<file path="config.mk">
export PLATFORM = sky130hd
export DESIGN_NAME = mac_tx_retry
export DESIGN_NICKNAME = d
export VERILOG_FILES = /design/src/rtl/mac_tx_retry.sv
export SDC_FILE = /design/constraint.sdc
export NUM_CORES = 1
export LEC_CHECK = 0
export BUFFER_PORTS_ARGS = -buffer_cell sky130_fd_sc_hd__buf_2
export CORE_MARGIN = 1
export CORE_UTILIZATION = 55
export CTS_CLUSTER_SIZE = 10
export DETAILED_ROUTE_END_ITERATION = 8
export GPL_ROUTABILITY_DRIVEN = 1
export HOLD_SLACK_MARGIN = 0.12
export PLACE_DENSITY = 0.73
export SLEW_MARGIN = 15
export SYNTH_ARGS = -nofsm -noshare
export SYNTH_HDL_FRONTEND = slang
export SYNTH_SLANG_ARGS = --single-unit
</file>
<file path="constraint.sdc">
create_clock -name clk -period 2.4 [get_ports clk]
set_input_delay 0.6 -clock clk [delete_from_list [all_inputs] [get_ports clk]]
set_output_delay 0.6 -clock clk [all_outputs]
set_load 0.01 [all_outputs]
</file>
<file path="src/rtl/mac_tx_retry.sv">
// mac_tx_retry: half-duplex CSMA/CD retry controller between the TX replay
// buffer and the MAC/PHY encoder.
//
// Frame bytes pass straight through while sending. An effective collision
// (half_duplex high) stops the frame, emits a jam sequence and then either
// asks the replay buffer to rewind and waits a truncated binary exponential
// backoff, or aborts the frame (late or excessive collision) and drains the
// rest of it from the buffer.
//
// Ports:
//   clk, rst            clock, synchronous active-high reset
//   s_axis_*            frame stream from the replay buffer
//   m_axis_*            stream to the encoder; m_axis_err marks an aborted frame
//   replay              one-cycle pulse: rewind the replay buffer
//   done                one-cycle pulse: frame finished (sent or aborted)
//   replayable          replay buffer still holds the frame start
//   half_duplex         collisions are honoured only when high
//   collision           collision detect
//   tx_abort            one-cycle pulse when an aborted frame has been drained
//   coll_count          collisions seen in the current frame, saturating at 16
module mac_tx_retry #(
    parameter int unsigned DATA_WIDTH = 9,
    parameter int unsigned SLOT_CYCLES = 64,
    parameter int unsigned JAM_CYCLES = 4,
    parameter logic [DATA_WIDTH-1:0] JAM_DATA = 9'h055,
    parameter int unsigned MAX_ATTEMPTS = 16,
    parameter int unsigned BACKOFF_LIMIT = 10
) (
    input  logic                  clk,
    input  logic                  rst,
    input  logic [DATA_WIDTH-1:0] s_axis_data,
    input  logic                  s_axis_valid,
    output logic                  s_axis_ready,
    input  logic                  s_axis_last,
    output logic [DATA_WIDTH-1:0] m_axis_data,
    output logic                  m_axis_valid,
    input  logic                  m_axis_ready,
    output logic                  m_axis_last,
    output logic                  m_axis_err,
    output logic                  replay,
    output logic                  done,
    input  logic                  replayable,
    input  logic                  half_duplex,
    input  logic                  collision,
    output logic                  tx_abort,
    output logic [4:0]            coll_count
);

    localparam int unsigned CntW = $clog2(((1 << BACKOFF_LIMIT) - 1) * SLOT_CYCLES + 2);
    localparam int unsigned JamW = $clog2(JAM_CYCLES + 1);
    localparam int unsigned AttW = $clog2(MAX_ATTEMPTS + 1);

    typedef enum logic [2:0] {
        StIdle,
        StSend,
        StJam,
        StBackoff,
        StDrain,
        StDone
    } state_e;

    state_e              state_q, state_d;
    logic [AttW-1:0]     attempt_q, attempt_d;
    logic [4:0]          coll_q, coll_d;
    logic                abort_q, abort_d;
    logic [JamW-1:0]     jam_cnt_q, jam_cnt_d;
    logic [CntW-1:0]     bo_cnt_q, bo_cnt_d;
    logic [15:0]         lfsr_q, lfsr_d;

    logic                eff_coll;
    logic                excess;
    logic                jam_final;
    logic [31:0]         exp_w;
    logic [9:0]          bo_mask;
    logic [9:0]          bo_k;
    logic [CntW-1:0]     bo_wait;

    assign coll_count = coll_q;

    assign eff_coll  = (state_q == StSend) && half_duplex && collision;
    // The collision being handled now is the one that uses up the last attempt.
    assign excess    = (32'(attempt_q) + 32'd1) >= MAX_ATTEMPTS;
    assign jam_final = (jam_cnt_q == JamW'(JAM_CYCLES - 1));

    // Backoff slot count, evaluated as the jam ends; attempt_q already
    // includes the collision that caused this backoff.
    assign exp_w = (32'(attempt_q) > BACKOFF_LIMIT) ? BACKOFF_LIMIT : 32'(attempt_q);

    always_comb begin
        bo_mask = '0;
        for (int i = 0; i < 10; i++) begin
            bo_mask[i] = (32'(i) < exp_w);
        end
    end

    assign bo_k    = lfsr_q[9:0] & bo_mask;
    // k = 0 still spends one cycle in backoff.
    assign bo_wait = (bo_k == 10'd0) ? CntW'(1) : CntW'(bo_k) * CntW'(SLOT_CYCLES);

    // Output decode.
    always_comb begin
        s_axis_ready = 1'b0;
        m_axis_data  = '0;
        m_axis_valid = 1'b0;
        m_axis_last  = 1'b0;
        m_axis_err   = 1'b0;
        replay       = 1'b0;
        done         = 1'b0;
        tx_abort     = 1'b0;
        case (state_q)
            StSend: begin
                if (eff_coll) begin
                    // Suppress the handshake; the byte is resent or drained.
                    replay = replayable && !excess;
                end else begin
                    m_axis_data  = s_axis_data;
                    m_axis_valid = s_axis_valid;
                    m_axis_last  = s_axis_last;
                    s_axis_ready = m_axis_ready;
                end
            end
            StJam: begin
                m_axis_data  = JAM_DATA;
                m_axis_valid = 1'b1;
                m_axis_last  = jam_final;
                m_axis_err   = jam_final && abort_q;
            end
            StDrain: begin
                s_axis_ready = 1'b1;
                if (s_axis_valid && s_axis_last) begin
                    tx_abort = 1'b1;
                    done     = 1'b1;
                end
            end
            StDone: begin
                done = 1'b1;
            end
            default: ;
        endcase
    end

    // Next-state logic.
    always_comb begin
        state_d   = state_q;
        attempt_d = attempt_q;
        coll_d    = coll_q;
        abort_d   = abort_q;
        jam_cnt_d = jam_cnt_q;
        bo_cnt_d  = bo_cnt_q;
        // Fibonacci LFSR, taps 16,14,13,11.
        lfsr_d    = {lfsr_q[14:0], lfsr_q[15] ^ lfsr_q[13] ^ lfsr_q[12] ^ lfsr_q[10]};
        case (state_q)
            StIdle: begin
                if (s_axis_valid) begin
                    state_d   = StSend;
                    attempt_d = '0;
                    coll_d    = '0;
                    abort_d   = 1'b0;
                end
            end
            StSend: begin
                if (eff_coll) begin
                    attempt_d = attempt_q + AttW'(1);
                    if (coll_q != 5'd16) begin
                        coll_d = coll_q + 5'd1;
                    end
                    abort_d   = excess || !replayable;
                    jam_cnt_d = '0;
                    state_d   = StJam;
                end else if (s_axis_valid && m_axis_ready && s_axis_last) begin
                    state_d = StDone;
                end
            end
            StJam: begin
                // Jam words advance on handshakes only.
                if (m_axis_ready) begin
                    if (jam_final) begin
                        state_d  = abort_q ? StDrain : StBackoff;
                        bo_cnt_d = bo_wait;
                    end else begin
                        jam_cnt_d = jam_cnt_q + JamW'(1);
                    end
                end
            end
            StBackoff: begin
                if (bo_cnt_q <= CntW'(1)) begin
                    state_d = StSend;
                end else begin
                    bo_cnt_d = bo_cnt_q - CntW'(1);
                end
            end
            StDrain: begin
                if (s_axis_valid && s_axis_last) begin
                    state_d   = StIdle;
                    attempt_d = '0;
                    abort_d   = 1'b0;
                end
            end
            StDone: begin
                state_d   = StIdle;
                attempt_d = '0;
            end
            default: begin
                state_d = StIdle;
            end
        endcase
    end

    always_ff @(posedge clk) begin
        if (rst) begin
            state_q   <= StIdle;
            attempt_q <= '0;
            coll_q    <= '0;
            abort_q   <= 1'b0;
            jam_cnt_q <= '0;
            bo_cnt_q  <= '0;
            lfsr_q    <= 16'hACE1;
        end else begin
            state_q   <= state_d;
            attempt_q <= attempt_d;
            coll_q    <= coll_d;
            abort_q   <= abort_d;
            jam_cnt_q <= jam_cnt_d;
            bo_cnt_q  <= bo_cnt_d;
            lfsr_q    <= lfsr_d;
        end
    end

endmodule

</file>
### After elaboration in Yosys (flattened, before gate mapping)

Cells that the tools add are included.

* $add $sub $neg: 5
* multipliers: 0
* div/mod/pow operators: 0
* order comparisons: 13
* equality and inequality tests: 17
* shift-type cells: 0
* muxes and demuxes: 44
* bitwise logic cells: 4
* reductions and logical operators: 23

Operator list (count)
* 16-bit 2-to-1 mux: 4
* 3-bit 2-to-1 mux: 11
* 16-bit case mux with 2 select lines: 1
* 5-bit 2-to-1 mux: 6
* 3-bit by 5-bit less-than comparator with 1-bit output (first input constant): 4
* 5-bit case mux with 4 select lines: 1
* 4-bit AND reduction: 5
* 9-bit case mux with 2 select lines: 1
* 16-bit by 1-bit <= comparator with 1-bit output (second input constant): 1
* 2-bit != test (second input constant): 8
* 16-bit by 1-bit subtractor with 16-bit output (second input constant): 1
* 3-bit case mux with 5 select lines: 1
* 1-bit 2-to-1 mux: 11
* 5-bit by 1-bit adder with 5-bit output (second input constant): 2
* 10-bit AND: 1
* 10-bit logical NOT: 1
* 1-bit by 5-bit less-than comparator with 1-bit output (first input constant): 2
* 2-bit by 5-bit less-than comparator with 1-bit output (first input constant): 2
* 4-bit by 5-bit less-than comparator with 1-bit output (first input constant): 2
* 5-bit case mux with 2 select lines: 1
* 3-bit by 2-bit equality test with 1-bit output (second input constant): 3
* 9-bit 2-to-1 mux: 1
* 1-bit case mux with 2 select lines: 4
* 1-bit logical AND: 7
* 19 further kinds: 25

* register bits after elaboration: 49
* latch bits: 0
* bits in writable memories: 0
* bits in read-only memories: 0
* output and inout port bits: 21
* memories kept: 0

### Depth between registers and ports, before layout

* depth in word-level cells: 9
* mapped depth: 8

### Least setup slack after synthesis

Ideal clock, no wire load.

* path kind: flip-flop to flip-flop
* from: register bo_cnt_q[2]
* to: register state_q[0]
* data arrival time: 2063 ps
* data required time: 2281 ps
* setup slack: 218 ps
* cell stages (with the launch flop): 6
* clock period less this slack: 2182 ps
* path through: dfxtp_1 > or4_4 > nor4_4 > a21oi_2 > or4_4 > o221a_1

* longest elaborated chain between the ends: 3

Ends and longest elaborated chain
* from (decl): line 67 `logic [CntW-1:0] bo_cnt_q, bo_cnt_d;`
* from (signal assigned): line 224 `bo_cnt_q <= bo_cnt_d;`
* 16-bit by 1-bit <= comparator with 1-bit output: line 186 `if (bo_cnt_q <= CntW'(1)) begin`
* 2-bit != test (no source line)
* 6-bit AND reduction (no source line)
* to (signal assigned): line 211 `state_q <= StIdle;`
* to (signal assigned): line 219 `state_q <= state_d;`
* to (decl): line 62 `state_e state_q, state_d;`

Every way passes these cells.
A chain may end at the register's enable or synchronous reset.

### Final worst setup path

* from: register attempt_q[0]
* to: output replay

* longest elaborated chain between the ends: 6

Ends and longest elaborated chain
* from (decl): line 63 `logic [AttW-1:0] attempt_q, attempt_d;`
* from (signal assigned): line 220 `attempt_q <= attempt_d;`
* 5-bit by 1-bit adder with 6-bit output: line 82 `assign excess = (32'(attempt_q) + 32'd1) >= MAX_ATTEMPTS;`
* 6-bit by 5-bit greater-or-equal comparator with 1-bit output: line 82
* 1-bit logical NOT: line 114 `replay = replayable && !excess;`
* 1-bit logical AND: line 114
* 1-bit 2-to-1 mux: line 112 `if (eff_coll) begin`
* 1-bit 2-to-1 mux: line 110 `case (state_q)`
* to (decl): line 40 `output logic replay,`

Every way passes these cells.

==> flow_summary.json <==
{
  "status": "completed",
  "whs_path_depth": 1,
  "path_common_cell": "and3_1",
  "core_sq_um": 4790,
  "grt_pass1_wl_microns": 11200,
  "drt-total-wl_microns": 6560,
  "pre_cts_ws_ns": -0.00742,
  "critPathTopFamily": "simple AND/OR/NAND/NOR gates",
  "yosys.area.top_type_share_pct": 35.4,
  "synth_area_leaders": "dfxtp_1, o21ai_0, a21oi_1",
  "tightest_slew_ns": 0.575,
  "syn_area_sq_um": 2770,
  "syn_nets": 380,
  "drive_above_1_share_pct": 23.3,
  "cts_tree": "yes",
  "p_leak_nw": 1.36,
  "drc": 0,
  "yosysWarnings": 0,
  "yosys.area.top_type": "dfxtp_1",
  "maxCapViolCount": 0,
  "clockBufferDepth": 2,
  "synth_top_flop_cell": "dfxtp_1",
  "area_growth_pct": 18.2,
  "dr_total_vias": 2778,
  "grt_max_degree": 22,
  "nets": 427,
  "async_flop_share_pct": 0,
  "diodes": 0,
  "grt_pass1_vias": 2414,
  "worstSetupEndpointType": "output port",
  "maxSlewViolCount": 0,
  "fp.dieArea_sq_um": 5320,
  "peakVddDrop_uv": 611,
  "clk_latency_ns": 0.30,
  "critPathKind": "reg -> out",
  "grt_usage_pct": 26.9,
  "die_x_microns": 73.0,
  "antenna_found_initial": 0,
  "crit_path_max_fanout": 8,
  "clk_pin_slew_ns": 0.09,
  "cp.depth": 6,
  "clock_sinks": 49,
  "cts_hold_buf": 0,
  "ios": 38,
  "cp_slowest_stage_delay_ns": 0.36,
  "fin_crit_sh_pct": 95.6,
  "slowest_stage": "dfxtp_2",
  "final_cell_area_sq_um": 3270,
  "r2r_cells": 9,
  "syn_inst": 355,
  "syn_avg_cell_area_sq_um": 7.80,
  "overflow": 0,
  "vias_per_cell": 5.91,
  "io_buffers": 37,
  "maxSlewHeadroom_pct": 61.5,
  "cts_buffers": 5,
  "synth_cell_types": 59,
  "path_buf_inv": 1,
  "cts_htree_levels": 2,
  "die_h_microns": 73.0,
  "report.final.hold_viol_count": 0,
  "synth_edf_count": 0,
  "cp_data_required_time_ns": 1.80,
  "setup_viol_count_final": 0,
  "dp_cells": 460,
  "dr.pass1.iters": 5,
  "hpwl_microns": 4750,
  "max_clock_freq_mhz": 436,
  "cp_data_arrival_time_ns": 1.69,
  "synth.yosys.seq_area_share_pct": 35.4,
  "ys_ff_latch": 49,
  "std_cell_rows": 25,
  "cp-start-kind": "flop",
  "final_cell_count_no_fill": 470,
  "start_util_pct": 57.9,
  "synth.most_common_cell": "dfxtp_1",
  "drtIter0Drc": 268,
  "postPlaceCellArea_sq_um": 3110,
  "timing.setup.tns_ns": 0,
  "pwr_density_cell_nw_per_um2": 823,
  "fin_worst_skew_ns": 0.0105,
  "path_cells": "ha_1 -> and3_1 -> and3_1 -> o21ai_1 -> nor2_1 -> buf_2",
  "wl_per_cell_microns": 14.0,
  "detail-route-antenna-nets": 0,
  "root_buffer": "clkbuf_8",
  "worst_slack_ns": 0.106,
  "power_mw": 2.69,
  "gp_congestion": 0.878,
  "hp-class": "reg -> reg",
  "fin_crit_ns": 2.29,
  "ys_top_cells_by_count": "dfxtp_1, nand2_1, nor2_1, o21ai_0, a21oi_1"
}
[state kept, by name (all words and copies together), names as in the netlist]
register / count
abort_q: 1
attempt_q: 5
coll_count: 5
bo_cnt_q: 16
state_q: 3
lfsr_q: 16
jam_cnt_q: 3
[where the power goes]
group	internal [mW]	leakage [nW]	switching (mW)
logic	0.495	0.899	0.640
clock network	0.340	0.0585	0.266
registers	0.882	0.402	0.0692
total	1.72	1.36	0.975
[metal layers]
metal	share of wire [%]	wire [microns]	GRT usage [%]	up-vias
met5	0	0	0	-
met4	1.1	70	6.32	0
met3	5.5	361	4.28	9
met2	46	3020	45.3	100
met1	47	3110	36.1	1292
li1	-	-	-	1377
[cell families (layout without fill, tap and decap cells)]
| kind of cell | after synthesis | after routing | synth area share [%] |
|---|---|---|---|
| simple gates | 166 | 166 | 32.9 |
| compound gates | 94 | 94 | 21.0 |
| flops | 49 | 49 | 35.4 |
| buf+inv | 29 | 77 | 4.11 |
| fa+ha+maj | 9 | 9 | 3.97 |
| xor+xnor | 7 | 7 | 2.21 |
| mux | 1 | 1 | 0.361 |
[stage by stage]
stage,hold WS [ns],utilization (%)
finish,0.438,68.4
global route,0.461,68.4
CTS,0.437,67.5
detailed placement,0.409,65.0
global placement,0.396,65.0
floorplan,0.389,-
[layout by cell type, fill, tap and decap left out, drive strengths merged, types with 8 or more instances in the layout]
master	n
nor2b	9
nand2	35
or2	9
buf	59
and3	9
nand3	11
inv	10
nor3	8
dfxtp	49
o21ai	31
ha	8
nor2	35
a21oi	30
[worst paths after layout]
kind / startpoint / endpoint / slack (ns)
hold reg to reg: lfsr_q[14] / lfsr_q[15] / 0.44
setup / recovery: attempt_q[0] / replay / 0.11
hold / removal: lfsr_q[14] / lfsr_q[15] / 0.44
setup reg to reg: bo_cnt_q[1] / bo_cnt_q[13] / 0.12
[cell type report]
type / count / area (sq um)
timing repair buffer: 59 / 350
sequential: 49 / 988
multi-input combinational: 277 / 1700
clock buffer: 7 / 86.3
clock inverter: 1 / 30.0
inverter: 10 / 37.5
fill: 417 / 1510
tap: 67 / 83.8
[repair_timing]
| item | in CTS | in global routing |
|---|---|---|
| resized for setup | 2 | 10 |
| setup buffers | 0 | 2 |
| pin swaps | 0 | 3 |
| endpoints found under the hold margin | 0 | 0 |
| endpoints found under the setup margin | 8 | 20 |
(Power assumes the default switching activity.)
